<file path="src/rtl/parity_uart_tx.sv">
// parity_uart_tx: framed serial transmitter with even parity.
//
// Takes a parallel word over a valid/ready handshake, latches it, and sends
// start bit (0), data bits LSB first, even parity bit, then stop bit (1).
// Every serial bit is held for CLKS_PER_BIT clock cycles.
//
// Ports:
//   clk       system clock, rising edge
//   rst       synchronous active-high reset; aborts any frame in flight
//   di        word to transmit, sampled only on handshake
//   di_valid  producer has a word on di
//   di_ready  block can accept a word this cycle (IDLE and not in reset)
//   tx        serial line, idles high (registered)
//   busy      frame in progress (state other than IDLE)
//   done      one-cycle pulse on the final cycle of the stop bit (registered)

// parity: even-parity generator; p makes the total count of ones even.
module parity #(
    parameter int WIDTH = 8
) (
    input  logic [WIDTH-1:0] d,
    output logic             p
);
    assign p = ^d;
endmodule

module parity_uart_tx #(
    parameter int DATA_WIDTH   = 8,
    parameter int CLKS_PER_BIT = 4
) (
    input  logic                  clk,
    input  logic                  rst,
    input  logic [DATA_WIDTH-1:0] di,
    input  logic                  di_valid,
    output logic                  di_ready,
    output logic                  tx,
    output logic                  busy,
    output logic                  done
);
    localparam int CW = (CLKS_PER_BIT > 1) ? $clog2(CLKS_PER_BIT) : 1;
    localparam int BW = (DATA_WIDTH > 1) ? $clog2(DATA_WIDTH) : 1;

    localparam logic [CW-1:0] CNT_LAST = CW'(CLKS_PER_BIT - 1);
    // Count value one before the last cycle of a bit; only meaningful when
    // CLKS_PER_BIT > 1.
    localparam logic [CW-1:0] CNT_PRE  = CW'((CLKS_PER_BIT > 1) ? (CLKS_PER_BIT - 2) : 0);
    localparam logic [BW-1:0] BIT_LAST = BW'(DATA_WIDTH - 1);

    typedef enum logic [2:0] {
        IDLE,
        START,
        DATA,
        PARITY,
        STOP
    } state_t;

    state_t                state;
    logic [CW-1:0]         cnt;
    logic [BW-1:0]         bitcnt;
    logic [DATA_WIDTH-1:0] shreg;
    logic [DATA_WIDTH-1:0] sh_next;
    logic                  par_bit;
    logic                  di_par;
    logic                  cnt_last;

    parity #(.WIDTH(DATA_WIDTH)) u_parity (
        .d (di),
        .p (di_par)
    );

    assign di_ready = (state == IDLE) && !rst;
    assign busy     = (state != IDLE);
    assign cnt_last = (cnt == CNT_LAST);
    // Drive tx from the shifted value so DATA_WIDTH=1 never indexes bit 1.
    assign sh_next  = shreg >> 1;

    always_ff @(posedge clk) begin
        if (rst) begin
            state   <= IDLE;
            tx      <= 1'b1;
            done    <= 1'b0;
            cnt     <= '0;
            bitcnt  <= '0;
            shreg   <= '0;
            par_bit <= 1'b0;
        end else begin
            done <= 1'b0;
            case (state)
                IDLE: begin
                    tx     <= 1'b1;
                    cnt    <= '0;
                    bitcnt <= '0;
                    if (di_valid) begin
                        shreg   <= di;
                        par_bit <= di_par;
                        tx      <= 1'b0;
                        state   <= START;
                    end
                end
                START: begin
                    if (cnt_last) begin
                        cnt   <= '0;
                        tx    <= shreg[0];
                        state <= DATA;
                    end else begin
                        cnt <= cnt + 1'b1;
                    end
                end
                DATA: begin
                    if (cnt_last) begin
                        cnt <= '0;
                        if (bitcnt == BIT_LAST) begin
                            bitcnt <= '0;
                            tx     <= par_bit;
                            state  <= PARITY;
                        end else begin
                            bitcnt <= bitcnt + 1'b1;
                            shreg  <= sh_next;
                            tx     <= sh_next[0];
                        end
                    end else begin
                        cnt <= cnt + 1'b1;
                    end
                end
                PARITY: begin
                    if (cnt_last) begin
                        cnt   <= '0;
                        tx    <= 1'b1;
                        state <= STOP;
                        // With single-cycle bits the first stop cycle is also the last.
                        done  <= (CLKS_PER_BIT == 1);
                    end else begin
                        cnt <= cnt + 1'b1;
                    end
                end
                STOP: begin
                    tx <= 1'b1;
                    if (cnt_last) begin
                        cnt   <= '0;
                        state <= IDLE;
                    end else begin
                        cnt <= cnt + 1'b1;
                        // done is registered, so raise it entering the last stop cycle.
                        if (cnt == CNT_PRE) begin
                            done <= 1'b1;
                        end
                    end
                end
                default: begin
                    state <= IDLE;
                    tx    <= 1'b1;
                end
            endcase
        end
    end
endmodule
</file>
<file path="config.mk">
export PLATFORM = sky130hd
export DESIGN_NAME = parity_uart_tx
export DESIGN_NICKNAME = d
export VERILOG_FILES = /design/src/rtl/parity_uart_tx.sv
export SDC_FILE = /design/constraint.sdc
export NUM_CORES = 1
export LEC_CHECK = 0
export BUFFER_PORTS_ARGS = -buffer_cell sky130_fd_sc_hd__buf_2
export CAP_MARGIN = 15
export CELL_PAD_IN_SITES_DETAIL_PLACEMENT = 0
export CELL_PAD_IN_SITES_GLOBAL_PLACEMENT = 2
export CORE_MARGIN = 4
export CORE_UTILIZATION = 37
export DETAILED_ROUTE_END_ITERATION = 10
export PLACE_DENSITY = 0.83
export SYNTH_ARGS = -nofsm -noshare
export SYNTH_HDL_FRONTEND = slang
export SYNTH_SLANG_ARGS = --single-unit
</file>
<file path="constraint.sdc">
create_clock -name clk -period 2.9 [get_ports clk]
set_clock_uncertainty 0.2 [all_clocks]
set_input_delay 0.58 -clock clk [delete_from_list [all_inputs] [get_ports clk]]
set_output_delay 0.58 -clock clk [all_outputs]
set_load 0.03 [all_outputs]
</file>
== Word-level counts from Yosys, hierarchy flattened ==
Index checks and enable logic that the tools add are counted.

* Register bits after elaboration: 19
* Input port bits: 11
* Output and inout port bits: 4
* Word-level logic and storage cells: 61

* $add $sub $neg: 2
* Equal/unequal tests: 14
* Multiplexer cells: 23
* Bitwise operators: 1
* Reductions and logical operators: 14

{| class="wikitable"
|+ Operators with widths
! cell !! number
|-
| 3-bit 2-to-1 mux || 8
|-
| 8-bit 2-to-1 mux || 3
|-
| 8-bit case mux with 2 select lines || 1
|-
| 3-bit case mux with 5 select lines || 1
|-
| 2-bit inequality test (second input constant) || 7
|-
| 8-bit parity || 1
|-
| 3-bit by 2-bit equality test with 1-bit output (second input constant) || 2
|-
| 3-bit equality test (second input constant) || 2
|-
| 1-bit 2-to-1 mux || 6
|-
| 3-bit case mux with 2 select lines || 1
|-
| 6-bit AND reduction || 1
|-
| 2-bit equality test (second input constant) || 2
|-
| 1-bit case mux with 4 select lines || 1
|-
| 2-bit case mux with 2 select lines || 1
|-
| 2-bit AND reduction || 2
|-
| 4-bit AND reduction || 1
|-
| 2-bit nonzero test || 2
|-
| 4-bit OR reduction || 1
|-
| 3-bit by 1-bit adder with 3-bit output (second input constant) || 1
|-
| 3-bit by 1-bit equality test with 1-bit output (second input constant) || 1
|-
| 3-bit zero test || 1
|-
| 3-bit AND reduction || 1
|-
| 3-bit nonzero test || 1
|-
| 3-bit OR reduction || 1
|-
| 5 further kinds || 5
|}

== Longest topological paths before layout ==
* Word-level depth: 4
* Gate-level depth with buffers: 7
* Mapped depth without buffers: 6

== Hierarchy ==
From an unflattened synthesis, not the netlist that was laid out.

* Cell total of the unflattened synthesis: 127
* Area total of the unflattened synthesis: 1,136.1 um^2

{| class="wikitable"
|+ Modules (own cells, without submodules)
! module !! times used !! cells each !! area each (um^2)
|-
| parity_uart_tx || 1 || 120 || 1,074.8
|-
| parity || 1 || 7 || 61.3
|}

== Worst setup path before layout ==
OpenSTA, ideal clock, no wires.

* Kind: flip-flop to output port
* Start: reg state[0]
* End: out di_ready
* Arrival time: 1.332 ns
* Required time: 2.120 ns
* Path slack: 0.788 ns
* Stages on the path, launching flop included: 5
* Path buffers: 1
* Cells stage by stage: dfxtp_1 -> buf_2 -> nor3_2 -> inv_2 -> nor2_1

* Longest elaborated chain between the ends: 2

{| class="wikitable"
|+ Ends and longest elaborated chain
! item !! line !! source
|-
| from (decl) || 57 || <nowiki>state_t state;</nowiki>
|-
| from (signal assigned) || 79 || <nowiki>state <= IDLE;</nowiki>
|-
| from (signal assigned) || 97 || <nowiki>state <= START;</nowiki>
|-
| from (signal assigned) || 104 || <nowiki>state <= DATA;</nowiki>
|-
| 3-bit zero test || 71 || <nowiki>assign di_ready = (state == IDLE) && !rst;</nowiki>
|-
| 1-bit logical AND || 71 ||
|-
| to (decl) || 35 || <nowiki>output logic di_ready,</nowiki>
|}

No other way between the ends.

== Worst setup path after layout ==
Same ends and word-level chain as after synthesis.

==> impl_metrics.py <==
metrics = {
    "place": {
        "place_ws_ns": 0.9107,
        "dpl.cell_count": 154,
        "place_hpwl_mm": 1.581,
        "routabilityCongestion": 0.6957,
        "portBuffers": 14,
    },
    "sta": {
        "fin_crit_sh": 0.7833,
        "rsz0062_at_grt": "false",
        "setup_viol": 0,
        "drv_slew": 0,
        "fin_ws_ns": 0.6286,
        "timing.hold.ws_ns": 0.2875,
        "relSlewSlack": 0.6497,
        "fmax_mhz": 440.3,
        "tightest_slew_ns": 0.5248,
        "fin_crit_ns": 2.271,
        "finalHoldViolCount": 0,
        "setup_tns_ns": 0,
    },
    "detailed_routing": {
        "met3_length_microns": 97,
        "wl_per_cell_microns": 13.51,
        "wl_met2_microns": 983,
        "antenna_left": 0,
        "drt_iter0_markers": 14,
        "routed.top_layer": "met4",
        "drtPass1Iterations": 4,
        "drt-met1-wl_mm": 1.037,
        "wl_mm": 2.134,
        "remaining_drc_errors": 0,
        "viasPerCell": 5.215,
        "vias": 824,
    },
    "clocking": {
        "insertion_delay_ns": 0.30,
        "cts_root_buf": "clkbuf_4",
        "clk_pin_slew_worst_paths_ns": 0.11,
        "cts_sinks": 19,
        "htreeDepth": 1,
        "cts_hold_buf": 0,
        "cts_resized": 0,
        "cts_tree": "done",
        "cts_buffer_depth": 2,
        "cts_setup_buffers": 0,
        "cts_buffers": 3,
    },
    "final_layout": {
        "filler_cell_count": 297,
        "drive_gt1_frac": 0.2677,
        "final_util": 0.4256,
        "multi_input_area_sq_um": 648.1,
        "stdcell_count": 158,
        "syn_to_final_growth_pct": 9.491,
        "antenna_cells": 0,
        "fin_nets": 143,
        "regArea_sq_um": 380.4,
    },
    "synthesis": {
        "synth_edf_count": 0,
        "yosysSeqAreaShare": 0.3519,
        "async_flop_share": 0,
        "synth_most_common_cell": "dfxtp_1",
        "synthFlopType": "dfxtp_1",
        "yosys_warnings": 0,
        "postSynthCellCount": 115,
        "synth_top_area_share": 0.3519,
        "synth.avg_cell_area_sq_um": 9.400,
        "synth.area.top_cells": "dfxtp_1 (35%), a211oi_2 (8.1%), mux2i_1 (6.5%)",
        "netlist_area_sq_um": 1081,
        "synth_top_area_cell": "dfxtp_1",
        "ys_types": 40,
        "synth_nets": 130,
        "synth_seq_cells": 19,
        "synth_common_cells": "dfxtp_1 (19), nor2_1 (15), xnor2_1 (8)",
    },
    "power_and_ir_drop": {
        "ir_drop_mv": 0.2280,
        "powerDensity_nw_per_um2": 433.6,
        "leakage_nw": 0.4726,
    },
    "floorplan": {
        "ioPinCount": 15,
        "die_area_sq_um": 3850,
        "core_sq_um": 2781,
        "rows": 19,
        "die_h_microns": 62.05,
        "initial_utilization": 0.3887,
        "die_w_microns": 62.05,
    },
    "critical_path": {
        "cp-end-kind": "primary output",
        "criticalPathCategory": "flop to primary output",
        "required_ns": 2.12,
        "worstPathMaxFanout": 14,
        "cp.arrival_ns": 1.49,
        "start_kind": "flop",
    },
    "global_routing": {
        "grt_pass1_wl_mm": 3.657,
        "grt_max_degree": 20,
        "track_usage": 0.1307,
        "grt_pass1_vias": 794,
        "antenna_found_initial": 0,
        "grt_overflow": 0,
    },
    "job": {
        "cap_violations": 0,
    },
    "run_status": {
        "status": "completed",
    },
    "hold_path": {
        "hold_path.class": "flop to flop",
    },
}
[per-stage QoR]
stage	total power, mW	instance area (sq um)
finish	0.5132	1184
global route	0.5470	1184
CTS	0.5246	1184
detailed placement	0.3844	1156
global placement	0.3822	1156
floorplan	0.3605	1081
[metal layers]
layer  vias up  GRT usage
met5         -          0
met3         2    0.03926
met4         0    0.02727
met1       378     0.1731
li1        434          -
met2        10     0.2101
[critical path: stages (launching register included)]
cell and delay [ns]:
dfxtp_1 0.49, nor3_2 0.33, inv_2 0.08, nor2_1 0.09
buf_2 0.20
[cells in the final DEF, fill, tap and decap left out, types with 3 or more instances in the layout]
| cell type | Yosys | routed |
|---|---|---|
| a211oi_2 | 7 | 7 |
| a21oi_1 | 6 | 6 |
| buf_2 | 3 | 14 |
| clkbuf_4 | 0 | 3 |
| dfxtp_1 | 19 | 19 |
| ha_1 | 4 | 4 |
| mux2i_1 | 7 | 7 |
| nor2_1 | 15 | 15 |
| nor3_1 | 3 | 3 |
| o21ai_0 | 3 | 3 |
| o21ai_1 | 3 | 3 |
| xnor2_1 | 8 | 8 |
[sequential cells by signal, indices dropped and copies added, names as in the netlist]
name and flops:
bitcnt 3, cnt 2, done 1, par_bit 1, shreg 8, state 3
tx 1
[final timing paths]
kind / start / end / slack [ns] / cells past startpoint
max: state[0] / di_ready / 0.63 / 4
min: shreg[7] / shreg[7] / 0.29 / 2
max reg2reg: bitcnt[0] / shreg[6] / 0.91 / 6
min reg2reg: shreg[7] / shreg[7] / 0.29 / 2
[final cells by class]
type	instances	share of cell area
timing repair buffer	15	0.06554
sequential	19	0.3214
inverter	3	0.009514
clock buffer	3	0.01903
tap	31	0.03277
multi-input combinational	86	0.5476
clock inverter	1	0.004228
[power breakdown]
group          total (mW)  switching [mW]  internal, mW
combinational      0.0913          0.0503        0.0410
sequential          0.286          0.0112         0.275
clock               0.136          0.0848        0.0514
total               0.513           0.146         0.367
[cell families after synthesis]
kind of cell,Yosys count,synth area share
buffers and inverters,10,0.04861
XOR/XNOR,8,0.06482
AO/OA/AOI/OAI,28,0.2106
flip-flops,19,0.3518
adder cells (fa/ha/maj),4,0.04630
AND/OR/NAND/NOR,39,0.2130
multiplexers,7,0.06482
Note: power is estimated with default switching activity, not from simulation.
